**src/rtl/park_gate_ctrl.sv**
```systemverilog
// Car-park barrier controller: arbitrates entry/exit requests, opens one barrier at a time,
// and keeps a saturating occupancy count updated only on confirmed passes.
module park_gate_ctrl #(
  parameter int unsigned Capacity = 12,
  parameter int unsigned CntW     = 4,
  parameter int unsigned Timeout  = 16,
  parameter int unsigned TmrW     = 5
) (
  input  logic            clk_i,
  input  logic            rst_i,
  input  logic            entry_req_i,
  input  logic            exit_req_i,
  input  logic            entry_pass_i,
  input  logic            exit_pass_i,
  output logic [CntW-1:0] count_o,
  output logic            full_o,
  output logic            entry_open_o,
  output logic            exit_open_o,
  output logic            entry_denied_o
);

  typedef enum logic [1:0] {
    StIdle      = 2'd0,
    StEntryOpen = 2'd1,
    StExitOpen  = 2'd2
  } state_e;

  localparam logic [CntW-1:0] CapCnt  = CntW'(Capacity);
  localparam logic [TmrW-1:0] TmrLast = TmrW'(Timeout - 1);

  state_e            state_q, state_d;
  logic [CntW-1:0]   count_q, count_d;
  logic [TmrW-1:0]   timer_q, timer_d;
  logic              entry_prev_q, exit_prev_q;
  logic              denied_q, denied_d;

  logic entry_rise, exit_rise;
  logic can_exit, can_enter, is_full;

  assign entry_rise = entry_pass_i & ~entry_prev_q;
  assign exit_rise  = exit_pass_i & ~exit_prev_q;
  assign is_full    = (count_q == CapCnt);
  assign can_exit   = exit_req_i & (count_q != '0);
  assign can_enter  = entry_req_i & ~is_full;

  always_comb begin
    state_d  = state_q;
    count_d  = count_q;
    timer_d  = timer_q;
    // Refusal only when the request is actually being arbitrated and no exit wins instead.
    denied_d = (state_q == StIdle) & entry_req_i & is_full & ~can_exit;

    unique case (state_q)
      StIdle: begin
        if (can_exit) begin
          state_d = StExitOpen;
          timer_d = '0;
        end else if (can_enter) begin
          state_d = StEntryOpen;
          timer_d = '0;
        end
      end
      StEntryOpen: begin
        if (entry_rise) begin
          count_d = count_q + CntW'(1);
          state_d = StIdle;
        end else if (timer_q == TmrLast) begin
          state_d = StIdle;
        end else begin
          timer_d = timer_q + TmrW'(1);
        end
      end
      StExitOpen: begin
        if (exit_rise) begin
          count_d = count_q - CntW'(1);
          state_d = StIdle;
        end else if (timer_q == TmrLast) begin
          state_d = StIdle;
        end else begin
          timer_d = timer_q + TmrW'(1);
        end
      end
      default: begin
        state_d = StIdle;
      end
    endcase
  end

  always_ff @(posedge clk_i) begin
    if (rst_i) begin
      state_q      <= StIdle;
      count_q      <= '0;
      timer_q      <= '0;
      entry_prev_q <= 1'b0;
      exit_prev_q  <= 1'b0;
      denied_q     <= 1'b0;
    end else begin
      state_q      <= state_d;
      count_q      <= count_d;
      timer_q      <= timer_d;
      entry_prev_q <= entry_pass_i;
      exit_prev_q  <= exit_pass_i;
      denied_q     <= denied_d;
    end
  end

  assign count_o        = count_q;
  assign full_o         = is_full;
  assign entry_open_o   = (state_q == StEntryOpen);
  assign exit_open_o    = (state_q == StExitOpen);
  assign entry_denied_o = denied_q;

endmodule

```
**config.mk**
```make
export PLATFORM = sky130hd
export DESIGN_NAME = park_gate_ctrl
export DESIGN_NICKNAME = d
export VERILOG_FILES = /design/src/rtl/park_gate_ctrl.sv
export SDC_FILE = /design/constraint.sdc
export NUM_CORES = 1
export LEC_CHECK = 0
export ABC_AREA = 1
export BUFFER_PORTS_ARGS = -buffer_cell sky130_fd_sc_hd__buf_2
export CORE_AREA = 4 4 53 55
export CTS_CLUSTER_DIAMETER = 40
export DETAILED_ROUTE_END_ITERATION = 8
export DIE_AREA = 0 0 57 59
export SETUP_SLACK_MARGIN = 0.3
export SKIP_LAST_GASP = 1
export SYNTH_ARGS = -nofsm -noshare
export SYNTH_HDL_FRONTEND = slang
export SYNTH_SLANG_ARGS = --single-unit
export TNS_END_PERCENT = 30
```
**constraint.sdc**
```tcl
create_clock -name clk_i -period 3 [get_ports clk_i]
set_input_delay 0.6 -clock clk_i [delete_from_list [all_inputs] [get_ports clk_i]]
set_output_delay 0.6 -clock clk_i [all_outputs]
set_load 0.01 [all_outputs]
```
After elaboration in Yosys (flattened, before gate mapping). Cells that the tools add are included.

Add/sub/neg operators: 3. Eq/ne operators: 9. Muxes and demuxes: 15. Bitwise logic cells: 11. Reductions and logical operators: 6.

Operators with widths (count): two-way mux 5 bit (5); one-hot mux 5 bit (3 select lines) (1); two-way mux 2 bit (5); two-way mux 4 bit (2); one-hot mux 4 bit (2 select lines) (1); bitwise AND 1 bit (7); one-hot mux 2 bit (3 select lines) (1); adder 5 x 1 -> 5 bit, second input constant (1); equality test 5 x 4 -> 1 bit, second input constant (1); adder 4 x 1 -> 4 bit, second input constant (1); equality test 4 bit, second input constant (1); != test 2 x 1 -> 1 bit, second input constant (2); != test 2 bit, second input constant (2); NOT 1 bit (4); AND reduction 4 bit (1); nonzero test 4 bit (1); subtractor 4 x 1 -> 4 bit, second input constant (1); != test 3 bit, second input constant (1); AND reduction 3 bit (1); nonzero test 3 bit (1); equality test 2 x 1 -> 1 bit, second input constant (1); equality test 2 bit, second input constant (1); logical NOT 2 bit (1); nonzero test 2 bit (1).

Flip-flop bits (word level): 14. Output and inout bits: 8.

Depth between registers and ports, before layout.
Depth in word-level cells: 6. Mapped depth: 11. Mapped depth without buffers: 11.

Worst setup path after synthesis. OpenSTA, ideal clock, no wires.

Kind: register to register. Start point: reg state_q[0]. End point: reg count_q[3], in the netlist count_o[3]. Arrival time: 1544 ps. Required time: 2930 ps. Slack: 1387 ps. Cell stages (with the launch flop): 10. Path buffers: 0. Period minus slack after synthesis: 1613 ps. Cell sequence: dfxtp_1 inv_1 ha_1 ha_1 or2_1 nand2_1 nand2b_1 nand2_1 nand2_1 a21oi_1.

Cells in the longest elaborated chain, start to end: 3. Elaborated cells on any way between the ends: 7.

RTL lines: start, declared (line 31) `state_e state_q, state_d;`; start signal, assigned (line 91) `state_q <= StIdle;`; start signal, assigned (line 98) `state_q <= state_d;`; equality test 2 bit *; net exit_open_o (line 18) `output logic exit_open_o,`; != test 2 x 1 -> 1 bit (no line) or nonzero test 2 bit (tied branches); AND reduction 3 bit (no line); end signal, assigned (line 99) `count_q <= count_d;`; end, declared (line 32) `logic [CntW-1:0] count_q, count_d;`.

Mark *: on every way through the listed nets, which the timed path passes. The rest lies on a longest branch. A chain may end at the register's enable or synchronous reset.

Final worst setup path.
Start point: reg state_q[0]. End point: out exit_open_o.

Cells in the longest elaborated chain, start to end: 1.

RTL lines: equality test 2 bit (line 110) `assign exit_open_o = (state_q == StExitOpen);`; end, declared (line 18).

Every way passes these cells.

==> flow_summary.ini <==
[detailed_routing]
postRouteWirelength_um = 1766
drc = 0
wl_per_cell_um = 10.09
drt_iter0_drc = 20
detailedRoute.firstPassIterationCount = 5
drtAntennaViolNets = 0
route.vias.total = 843
vias_per_cell = 4.817

[placement]
buffer_ports.inserted = 13
post-place-cells = 171
finalWeightedCongestion = 0.8427
hpwl_reported_at_the_end_of_detailed_placement_um = 1420

[sta]
tns_ns = 0
slew_viols_final = 0
period_needed_ns = 1.836
grt_setup_unrepaired = no
finalCritPeriodShare = 0.6119
fmaxAchievable_mhz = 544.8
final-hold-violation-count = 0
max-slew-margin-rel = 0.8299
skew_ns = 0.002092
final_setup_vio_count = 0
tightest_slew_ns = 0.2548

[global_route]
globalRouteOverflowTotal = 0
grt_pass1_vias = 791
groute.usage.overall = 0.1255
grt_antenna_before_repair = 0
grt_start_max_net_pins = 9
grt_pass1_wl_um = 3367

[cts]
clock-root-buffer = sky130_fd_sc_hd__clkbuf_4
clkLatencyLatePin_ns = 0.28
cts_resized = 0
cts_max_path_buffers = 2
cts_buffers = 3
cts_hold_buffers = 0
post_cts.repair.setup_buffers = 0
clkTransAtPathRegs_ns = 0.09
clock_tree_from_tritoncts = yes
numClockSinks = 14
clock_tree.htree_level_count = 1

[worst_setup_path]
crit_chain = inv_1, ha_1, buf_2
crit_type = register to output port
timing.critical_path.arrival_ns = 1.24
worstPathMaxFanout = 6
standard_cell_with_the_maximum_stage_delay_on_the_critical_path = sky130_fd_sc_hd__dfxtp_1
crit_path_start_kind = register
timing.critical_path.to_type = output port
cp_data_required_time_ns = 2.40
worst-path-buf-inv = 2
cpPeakStageDelay_ns = 0.40
timing.critical_path.max_delay_family = flip-flops

[die]
start_util = 0.3831
design.core.area_um2 = 2387
placement_rows = 18
fp.dieArea_um2 = 3363
die-height_um = 59
die-width_um = 57
design.portCount = 14

[layout]
final_common_cell = sky130_fd_sc_hd__nand2_1
layout.cells.most_common_list = sky130_fd_sc_hd__nand2_1 (25), sky130_fd_sc_hd__nor2_1 (18), sky130_fd_sc_hd__inv_1 (15), sky130_fd_sc_hd__nand3_1 (15), sky130_fd_sc_hd__dfxtp_1 (14)
number_of_diodes_added_for_antenna_fixing = 0
layout-drive-gt1-share = 0.2138
utilization = 0.4413
area.growth.synth_to_final_pct = 15.18
fillerInstances = 261
finish.net_count = 161
ff_latch_area_um2 = 280.3
multiInputGateArea_um2 = 566.8
stdcell_count = 175

[yosys]
netlist_area_before_placement_um2 = 914.6
post_synth_num_cell_types = 25
synth.avg_cell_area_um2 = 7.146
synth.top_cell.area_share = 0.3064
async_flop_share = 0
post_synth_main_area_contributors = sky130_fd_sc_hd__dfxtp_1 (31%), sky130_fd_sc_hd__ha_1 (11%), sky130_fd_sc_hd__nand2_1 (10%), sky130_fd_sc_hd__nand3_1 (8.2%), sky130_fd_sc_hd__nor2_1 (7.4%)
syn_inst_count = 128
synth.yosys.seq_area_share = 0.3064
post-synth-top-area-cell = sky130_fd_sc_hd__dfxtp_1
syn-num-nets = 143
ys_ff_latch = 14
synth_flop_cell = sky130_fd_sc_hd__dfxtp_1
synthesis.yosys.warnings = 0
synth_edf_count = 0

[hold_path]
worstHoldPathType = register to register

[power]
p_leak_uw = 0.0005337
vdd.ir_drop.worst_v = 0.0003577
cellPowerDensity_nw_per_um2 = 809.0

[flow_run]
max_cap_viol_count = 0

[run_status]
status = finished, final reports clean
layer usage:
metal,vias up,track usage,share of wire
li1,443,-,-
met5,-,0,0
met3,4,0.02179,0.036
met2,12,0.2121,0.47
met1,384,0.1595,0.48
met4,0,0.04967,0.014
Yosys cell counts (all sizes together), types with 3 or more instances:
cell    n
dfxtp  14
nand2  31
nand3  16
nor2   20
a21oi   7
o21ai   3
inv    17
ha      8
nand4   3
or2     3
state kept, by name (all words and copies together) (netlist names):
signal,flops
entry_prev_q,1
entry_denied_o,1
state_q,2
count_o,4
timer_q,5
exit_prev_q,1
cell type report:
cell class	count	share of cell area
flip-flops and latches	14	0.2660
multi-input cells	96	0.5380
well taps	30	0.03563
repair buffers	13	0.06176
clock buffers	4	0.03444
inverters	18	0.06413
where the power goes:
part	switching (µW)	internal, µW
logic	267	166
clock network	65.9	73.7
registers	46.4	233
path summary, 6_finish.rpt:
path	startpoint	end	slack, ns	depth (start not counted)
min reg2reg	timer_q[4]$_SDFFE_PP0P_	timer_q[4]$_SDFFE_PP0P_	0.49	2
max reg2reg	state_q[0]$_SDFFE_PP0P_	count_o[3]$_SDFFE_PP0P_	1.28	9
max	state_q[0]$_SDFFE_PP0P_	exit_open_o	1.16	3
min	timer_q[4]$_SDFFE_PP0P_	timer_q[4]$_SDFFE_PP0P_	0.49	2
worst min-delay path: cells and delay by family, from the launching register on:
family,cells,cell delay [ns]
flops,1,0.34
simple gates,2,0.12
cells by family after synthesis:
kind of cell | share of synthesized area
and+or+nand+nor | 0.4104
xor gates and xnor gates | 0.01916
buffers and inverters | 0.07387
DFF | 0.3064
adders and majority gates | 0.1313
AOI/OAI and AO/OA | 0.05882
metrics by stage:
step	worst slack [ns]	total power [µW]	area [µm²]	hold WS [ns]
final	1.164	852.2	1054	0.4903
after CTS	1.155	861.9	1054	0.4955
after floorplan	1.387	622.5	914.6	0.4390
after global routing	1.046	954.2	1054	0.5393
after global placement	1.380	712.7	1017	0.4559
after detailed placement	1.292	720.5	1017	0.4734
No activity file was read; power rests on OpenSTA's default activity.
